===== src/rtl/clk_div_pkg.sv =====
// Shared definitions for the programmable even-ratio clock divider:
// controller state encoding and the divisor legality check.
package clk_div_pkg;

  typedef enum logic [1:0] {
    ST_OFF   = 2'd0,
    ST_RUN   = 2'd1,
    ST_DRAIN = 2'd2
  } state_e;

  // A divisor is usable when it is even and in 2 .. 2^cnt_w-2, so that the
  // counter never has to reach its all-ones value and both phases are equal.
  function automatic logic div_legal(input logic [31:0] n, input int cnt_w);
    logic [31:0] max_div;
    max_div = (32'd1 << cnt_w) - 32'd2;
    return (n[0] == 1'b0) && (n >= 32'd2) && (n <= max_div);
  endfunction

endpackage


===== src/rtl/clk_div_cnt.sv =====
// Period counter for clk_div_ctrl: counts 0..div-1, flags the terminal cycle
// and produces the registered 50%-duty output clock.
module clk_div_cnt #(
  parameter int CNT_W = 8
) (
  input  logic             clk_in,
  input  logic             rst,
  input  logic             active_i,
  input  logic             load_i,
  input  logic             clear_i,
  input  logic [CNT_W-1:0] div_i,
  output logic             boundary_o,
  output logic             clk_out_o
);

  logic [CNT_W-1:0] cnt_q, cnt_d;
  logic [CNT_W-1:0] cnt_inc;
  logic [CNT_W-1:0] half_div;
  logic             clk_q, clk_d;

  assign cnt_inc    = cnt_q + CNT_W'(1);
  assign half_div   = div_i >> 1;
  assign boundary_o = active_i && (cnt_q == (div_i - CNT_W'(1)));
  assign clk_out_o  = clk_q;

  always_comb begin
    // NOTE: every output of this block gets a default first, so no input
    // combination leaves it unassigned and no latch is inferred.
    cnt_d = cnt_q;
    clk_d = clk_q;
    if (clear_i) begin
      cnt_d = '0;
      clk_d = 1'b0;
    end else if (load_i) begin
      // Every period starts with its high phase.
      cnt_d = '0;
      clk_d = 1'b1;
    end else if (active_i) begin
      cnt_d = cnt_inc;
      clk_d = (cnt_inc < half_div);
    end
  end

  always_ff @(posedge clk_in or negedge rst) begin
    if (!rst) begin
      cnt_q <= '0;
      clk_q <= 1'b0;
    end else begin
      // NOTE: state registers use non-blocking assignments so every flop
      // samples the pre-edge value of every other flop.
      cnt_q <= cnt_d;
      clk_q <= clk_d;
    end
  end

endmodule


===== src/rtl/clk_div_ctrl.sv =====
// Run-time programmable, glitch-free even-ratio clock divider controller.
// Holds the OFF/RUN/DRAIN sequencer, the pending-divisor register and the cfg handshake.
module clk_div_ctrl
  import clk_div_pkg::*;
#(
  parameter int CNT_W   = 8,
  parameter int DEF_DIV = 2
) (
  input  logic             clk_in,
  input  logic             rst,
  input  logic             en,
  input  logic             cfg_valid,
  input  logic [CNT_W-1:0] cfg_div,
  output logic             cfg_ready,
  output logic             err,
  output logic             clk_out,
  output logic             period_tick,
  output logic             running,
  output logic [CNT_W-1:0] div_cur
);

  localparam logic [CNT_W-1:0] DEF_DIV_V = CNT_W'(DEF_DIV);

  state_e           state_q;
  logic [CNT_W-1:0] div_cur_q;
  logic [CNT_W-1:0] pend_div_q;
  logic             pend_q;
  logic             err_q;

  logic             boundary;
  logic             xfer;
  logic             cfg_legal;
  logic             stop_now;
  logic             cnt_load;
  logic             cnt_clear;
  logic             active;

  assign active    = (state_q != ST_OFF);
  assign xfer      = cfg_valid && cfg_ready;
  assign cfg_legal = div_legal(32'(cfg_div), CNT_W);

  // A period that ends while en is low is the last one; otherwise the
  // boundary rolls straight into the next period (possibly at a new ratio).
  assign stop_now  = boundary && !en;
  assign cnt_clear = stop_now;
  assign cnt_load  = ((state_q == ST_OFF) && en) || (boundary && en);

  clk_div_cnt #(
    .CNT_W(CNT_W)
  ) u_cnt (
    .clk_in    (clk_in),
    .rst       (rst),
    .active_i  (active),
    .load_i    (cnt_load),
    .clear_i   (cnt_clear),
    .div_i     (div_cur_q),
    .boundary_o(boundary),
    .clk_out_o (clk_out)
  );

  always_ff @(posedge clk_in or negedge rst) begin
    if (!rst) begin
      state_q    <= ST_OFF;
      div_cur_q  <= DEF_DIV_V;
      pend_div_q <= '0;
      pend_q     <= 1'b0;
      err_q      <= 1'b0;
    end else begin
      err_q <= xfer && !cfg_legal;

      unique case (state_q)
        ST_OFF:   if (en) state_q <= ST_RUN;
        ST_RUN:   if (!en) state_q <= boundary ? ST_OFF : ST_DRAIN;
        ST_DRAIN: begin
          if (en)            state_q <= ST_RUN;
          else if (boundary) state_q <= ST_OFF;
        end
        default:  state_q <= ST_OFF;
      endcase

      // A pending divisor is applied at a period boundary; one that was
      // captured on the final boundary before OFF is applied once idle.
      if (pend_q && (boundary || (state_q == ST_OFF))) begin
        div_cur_q <= pend_div_q;
        pend_q    <= 1'b0;
      end else if (xfer && cfg_legal) begin
        if (state_q == ST_OFF) begin
          div_cur_q <= cfg_div;
        end else begin
          pend_div_q <= cfg_div;
          pend_q     <= 1'b1;
        end
      end
    end
  end

  assign cfg_ready   = !pend_q;
  assign err         = err_q;
  assign period_tick = boundary;
  assign running     = active;
  assign div_cur     = div_cur_q;

endmodule


===== config.mk =====
export PLATFORM = sky130hd
export DESIGN_NAME = clk_div_ctrl
export DESIGN_NICKNAME = d
export VERILOG_FILES = /design/src/rtl/clk_div_pkg.sv /design/src/rtl/clk_div_cnt.sv /design/src/rtl/clk_div_ctrl.sv
export SDC_FILE = /design/constraint.sdc
export NUM_CORES = 1
export LEC_CHECK = 0
export ABC_AREA = 1
export ABC_CLOCK_PERIOD_IN_PS = 3100
export BUFFER_PORTS_ARGS = -buffer_cell sky130_fd_sc_hd__buf_4
export CORE_ASPECT_RATIO = 1.75
export CORE_MARGIN = 2
export CORE_UTILIZATION = 40
export DETAILED_ROUTE_END_ITERATION = 16
export GPL_TIMING_DRIVEN = 0
export HOLD_SLACK_MARGIN = 0.05
export PLACE_DENSITY_LB_ADDON = 0.12
export SYNTH_ARGS = -nofsm -noshare
export SYNTH_HDL_FRONTEND = slang
export SYNTH_SLANG_ARGS = --single-unit
export TNS_END_PERCENT = 10

===== constraint.sdc =====
create_clock -name clk_in -period 3.1 [get_ports clk_in]
set_input_delay 0.62 -clock clk_in [delete_from_list [all_inputs] [get_ports clk_in]]
set_output_delay 0.62 -clock clk_in [all_outputs]
set_load 0.02 [all_outputs]

# --- Yosys cells after proc, flatten, opt, wreduce, memory -nomap -nowiden ---
# Cells that the tools add are included.
# Widths: inputs -> output; s select.
totals:
  output_inout_bits: 13
  wordCells: 64
  regBits: 29
classes:
  mux: 18
  bitwise_logic: 3
  add_sub_neg: 2
  reduce_logical: 24
  n_eq_ne: 7
  n_lt_le_gt_ge: 3
op_table:
  columns: ["op", "n"]
  rows:
  - ["$mux 8", 6]
  - ["$logic_and 1x1->1", 10]
  - ["$mux 2", 5]
  - ["$add 8x1->8 const B", 1]
  - ["$eq 8x8->1", 1]
  - ["$ge 8x2->1 const B", 1]
  - ["$le 8x8->1 const B", 1]
  - ["$lt 8x7->1", 1]
  - ["$sub 8x1->8 const B", 1]
  - ["$mux 1", 6]
  - ["$pmux 2 s3", 1]
  - ["$reduce_and 3->1", 2]
  - ["$reduce_bool 2->1", 3]
  - ["$ne 2x2->1 const B", 2]
  - ["$reduce_and 2->1", 2]
  - ["$logic_not 1->1", 3]
  - ["$ne 3x3->1 const B", 1]
  - ["$not 1->1", 3]
  - ["$reduce_bool 3->1", 1]
  - ["$eq 2x1->1 const B", 1]
  - ["$eq 2x2->1 const B", 1]
  - ["$logic_not 2->1", 1]
  - ["$logic_or 1x1->1", 2]
  - ["$ne 2x1->1 const B", 1]

# --- Depth between registers and ports, before layout ---
logic_depth:
  depth_word: 7
  depth_mapped: 16
  mapped_depth_nobuf: 15

# --- By module ---
# From an unflattened synthesis, not the netlist that was laid out.
unflattened:
  cells_unflattened: 267
  hier_area_um2: 1929.4
modules_own_cells:
  columns: ["module", "n_inst", "area_per_inst_um2", "cells_per_inst"]
  rows:
  - ["clk_div_ctrl", 1, 1034.7, 126]
  - ["clk_div_cnt", 1, 894.6, 141]

# --- Least setup slack after synthesis ---
# OpenSTA, ideal clock, no wires.
synth_timing:
  kind: "flip-flop to output port"
  from: "reg div_cur_q[1] (netlist: div_cur[1])"
  to: "out period_tick"
  slack_ns: 0.745
  required_ns: 2.480
  path_stages_with_launch: 12
  arrival_time_ns: 1.735
  n_path_buf: 0
  cell_sequence: "dfstp_2 -> inv_1 -> ha_1 -> inv_1 -> nand2_1 -> nand2_1 -> nand2_1 -> nand2_1 -> o21ai_0 -> nor2_1 -> nand3_2 -> nor2_1"
synth_between:
  elab_chain_len: 3
synth_rtl:
  columns: ["element", "line_no", "rtl"]
  rows:
  - ["start, declared", "clk_div_ctrl.sv:25", "logic [CNT_W-1:0] div_cur_q;"]
  - ["start signal, assigned", "clk_div_ctrl.sv:84", "div_cur_q <= pend_div_q;"]
  - ["start signal, assigned", "clk_div_ctrl.sv:88", "div_cur_q <= cfg_div;"]
  - ["$sub 8x1->8", "clk_div_cnt.sv:23", "assign boundary_o = active_i && (cnt_q == (div_i - CNT_W'(1)));"]
  - ["$eq 8x8->1", "clk_div_cnt.sv:23", null]
  - ["$logic_and 1x1->1", "clk_div_cnt.sv:23", null]
  - ["end, declared", "clk_div_ctrl.sv:17", "output logic period_tick,"]
# Every way passes these cells.

# --- Worst setup path after layout ---
# Ends and elaborated chain as after synthesis.

==> impl_metrics.env <==
export IMPL_status="complete, no violations"
export IMPL_slew_violations=0
export IMPL_num_rows=32
export IMPL_clk_latency_ns=0.28
export IMPL_switching_power_mw=0.844
export IMPL_rsz0062_at_grt="false"
export IMPL_worstMarginPinSlew_ns=0.512
export IMPL_vias_per_cell=4.89
export IMPL_synth_avg_cell_area_sq_um=7.10
export IMPL_final_util_pct=49.2
export IMPL_timing_hold_ws_ns=0.252
export IMPL_gp_congestion=0.774
export IMPL_via_count=1669
export IMPL_ys_seq_area_share_pct=39.7
export IMPL_holdBufCountCts=0
export IMPL_crit_type="flip-flop to output pin"
export IMPL_start_util_pct=41.6
export IMPL_ios=25
export IMPL_irDropWorstVdd_mv=0.463
export IMPL_gr_total_overflow=0
export IMPL_fin_crit_sh_pct=89.3
export IMPL_cts_max_path_buffers=2
export IMPL_finalSetupViolations=0
export IMPL_area_growth_syn_to_layout_pct=18.2
export IMPL_cts_sinks=29
export IMPL_die_h_um=93.5
export IMPL_routed_wl_mm=4.41
export IMPL_syn_nets=278
export IMPL_worstPathMaxFanout=5
export IMPL_post_cts_setup_buffers=0
export IMPL_final_nets=309
export IMPL_synth_cells=258
export IMPL_required_ns=2.48
export IMPL_leakagePower_nw=1.20
export IMPL_die_x_um=55.2
export IMPL_ys_warn_count=0
export IMPL_route_antenna_remaining_nets=0
export IMPL_cap_violations=0
export IMPL_synth_cell_types=28
export IMPL_powerDensity_nw_per_um2=877
export IMPL_drcViolationCount=0
export IMPL_ys_flop_type="dfrtp_1"
export IMPL_place_inst=333
export IMPL_cts_reportedPaths_clkPinSlew_ns=0.06
export IMPL_grt_start_max_net_pins=30
export IMPL_dpl_hpwl_mm=3.57
export IMPL_setup_tns_ns=0
export IMPL_diodes=0
export IMPL_cts_tree="done"
export IMPL_setup_worst_path_start_class="flip-flop"
export IMPL_r2r_setup_slack_ns=0.87
export IMPL_antenna_found_initial=0
export IMPL_wl_per_cell_um=12.9
export IMPL_root_buffer="clkbuf_8"
export IMPL_synth_edf_count=0
export IMPL_intPower_mw=1.05
export IMPL_drive_above_1_share_pct=15.9
export IMPL_swShare_pct=44.4
export IMPL_grt_pass1_vias=1672
export IMPL_cts_resized=0
export IMPL_numCtsBuffers=5
export IMPL_finClkSkew_ns=0.00458
export IMPL_first_iter_violations=35
export IMPL_grt_pass1_wl_mm=7.41
export IMPL_r2r_end="u_cnt.clk_out_o$_DFFE_PN0P_"
export IMPL_reg2reg_from="u_cnt.cnt_q[0]$_DFFE_PN0P_"
export IMPL_cp_arrival_ns=2.15
export IMPL_fin_ws_ns=0.331
export IMPL_hold_viol_final=0
export IMPL_fin_cells=341
export IMPL_netlist_area_sq_um=1830
export IMPL_power_frac_clock_pct=16.8
export IMPL_r2r_cells=13
export IMPL_place_ws_ns=0.656
export IMPL_ys_ff_latch=29
export IMPL_numPortBuffers=24
export IMPL_fmax_mhz=361
export IMPL_async_flop_share_pct=100
export IMPL_first_pass_iters=4
export IMPL_finalCriticalPeriod_ns=2.77
export IMPL_seq_power_share_pct=33.9
export IMPL_core_area_sq_um=4400
export IMPL_hold_path_class="primary input to async pin"
export IMPL_die_area_sq_um=5160
export IMPL_cts_max_level=2
export IMPL_p_comb_share_pct=49.3
export IMPL_slew_headroom_pct=65.8
export IMPL_grt_total_usage_pct=20.2
export IMPL_end_kind="output pin"
synthesized netlist by cell type, drive strengths merged, types with 3 or more instances:
library cell | count | area share (%)
o22ai | 4 | 1.4
buf | 3 | 1.3
ha | 8 | 5.5
o21ai | 17 | 4.6
dfrtp | 28 | 38
nor2 | 22 | 4.9
nor3 | 3 | 0.82
nand2 | 85 | 19
xor2 | 4 | 1.9
nand3 | 29 | 8.2
inv | 43 | 8.8
critical path: stages (launching register included):
cell	delay (ns)
dfstp_2	0.59
inv_1	0.06
ha_1	0.28
xnor2_1	0.13
nor2_1	0.10
nand3_1	0.13
nor2_2	0.13
nand3_2	0.13
nor2_1	0.15
buf_4	0.16
layer usage:
metal | global-route usage (%) | wire length (um) | up-vias
met5 | 0 | 0 | -
met4 | 9.96 | 134 | 0
met3 | 3.04 | 98 | 12
met2 | 36.2 | 2540 | 24
met1 | 21.3 | 1640 | 765
li1 | - | - | 868
power by group through the flow:
stage          combinational (mW)  sequential (mW)  clock (mW)
4_1_cts                     0.950            0.644       0.327
5_1_grt                      1.07            0.660       0.343
2_1_floorplan               0.612            0.676           0
3_5_place_dp                0.945            0.651           0
6_report                    0.936            0.643       0.320
3_3_place_gp                0.928            0.647           0
registers in the layout, summed over array words and instances, names as in the netlist:
signal / count
u_cnt.cnt_q: 8
div_cur: 8
state_q: 2
err: 1
u_cnt.clk_out_o: 1
pend_div_q: 8
pend_q: 1
through the flow:
stage / instance area, sq um / total power, mW
after floorplan: 1830 / 1.29
after global placement: 2080 / 1.58
after detailed placement: 2080 / 1.60
after CTS: 2170 / 1.92
after global routing: 2170 / 2.07
final: 2170 / 1.90
area by class of cell:
type | count | area [sq um]
Timing Repair Buffer | 24 | 180
Fill cell | 484 | 2240
Inverter | 43 | 161
Clock buffer | 8 | 90.1
Buffer | 4 | 31.3
Multi-Input combinational cell | 182 | 912
Sequential cell | 29 | 727
Tap cell | 51 | 63.8
logic make-up after synthesis:
family	synth area share, %
buffers and inverters	10.5
and+or+nand+nor	33.7
DFF	39.7
AOI/OAI and AO/OA	7.72
xor gates and xnor gates	2.87
adders and majority gates	5.46
placed cells by master (no fill, tap or decap), drive strengths merged:
cell type,instances
nand2,85
clkbuf,9
o22ai,4
and2,1
nor2,22
a21oi,2
o21ai,17
a21boi,1
nand4,1
nand3,29
inv,43
dfrtp,28
buf,27
o21a,1
dfstp,1
xor2,4
xnor2,2
ha,8
nor4,1
a31oi,1
nor3,3
worst max-delay path by stage:
stage | start | slack, ns | endpoint
finish | div_cur[1]$_DFFE_PN1P_ | 0.33 | period_tick
detailed placement | div_cur[1]$_DFFE_PN1P_ | 0.66 | period_tick
floorplan | div_cur[1]$_DFFE_PN1P_ | 0.75 | period_tick
global route | div_cur[1]$_DFFE_PN1P_ | 0.17 | period_tick
global placement | div_cur[1]$_DFFE_PN1P_ | 0.70 | period_tick
CTS | div_cur[1]$_DFFE_PN1P_ | 0.33 | period_tick
(Power assumes the default switching activity.)
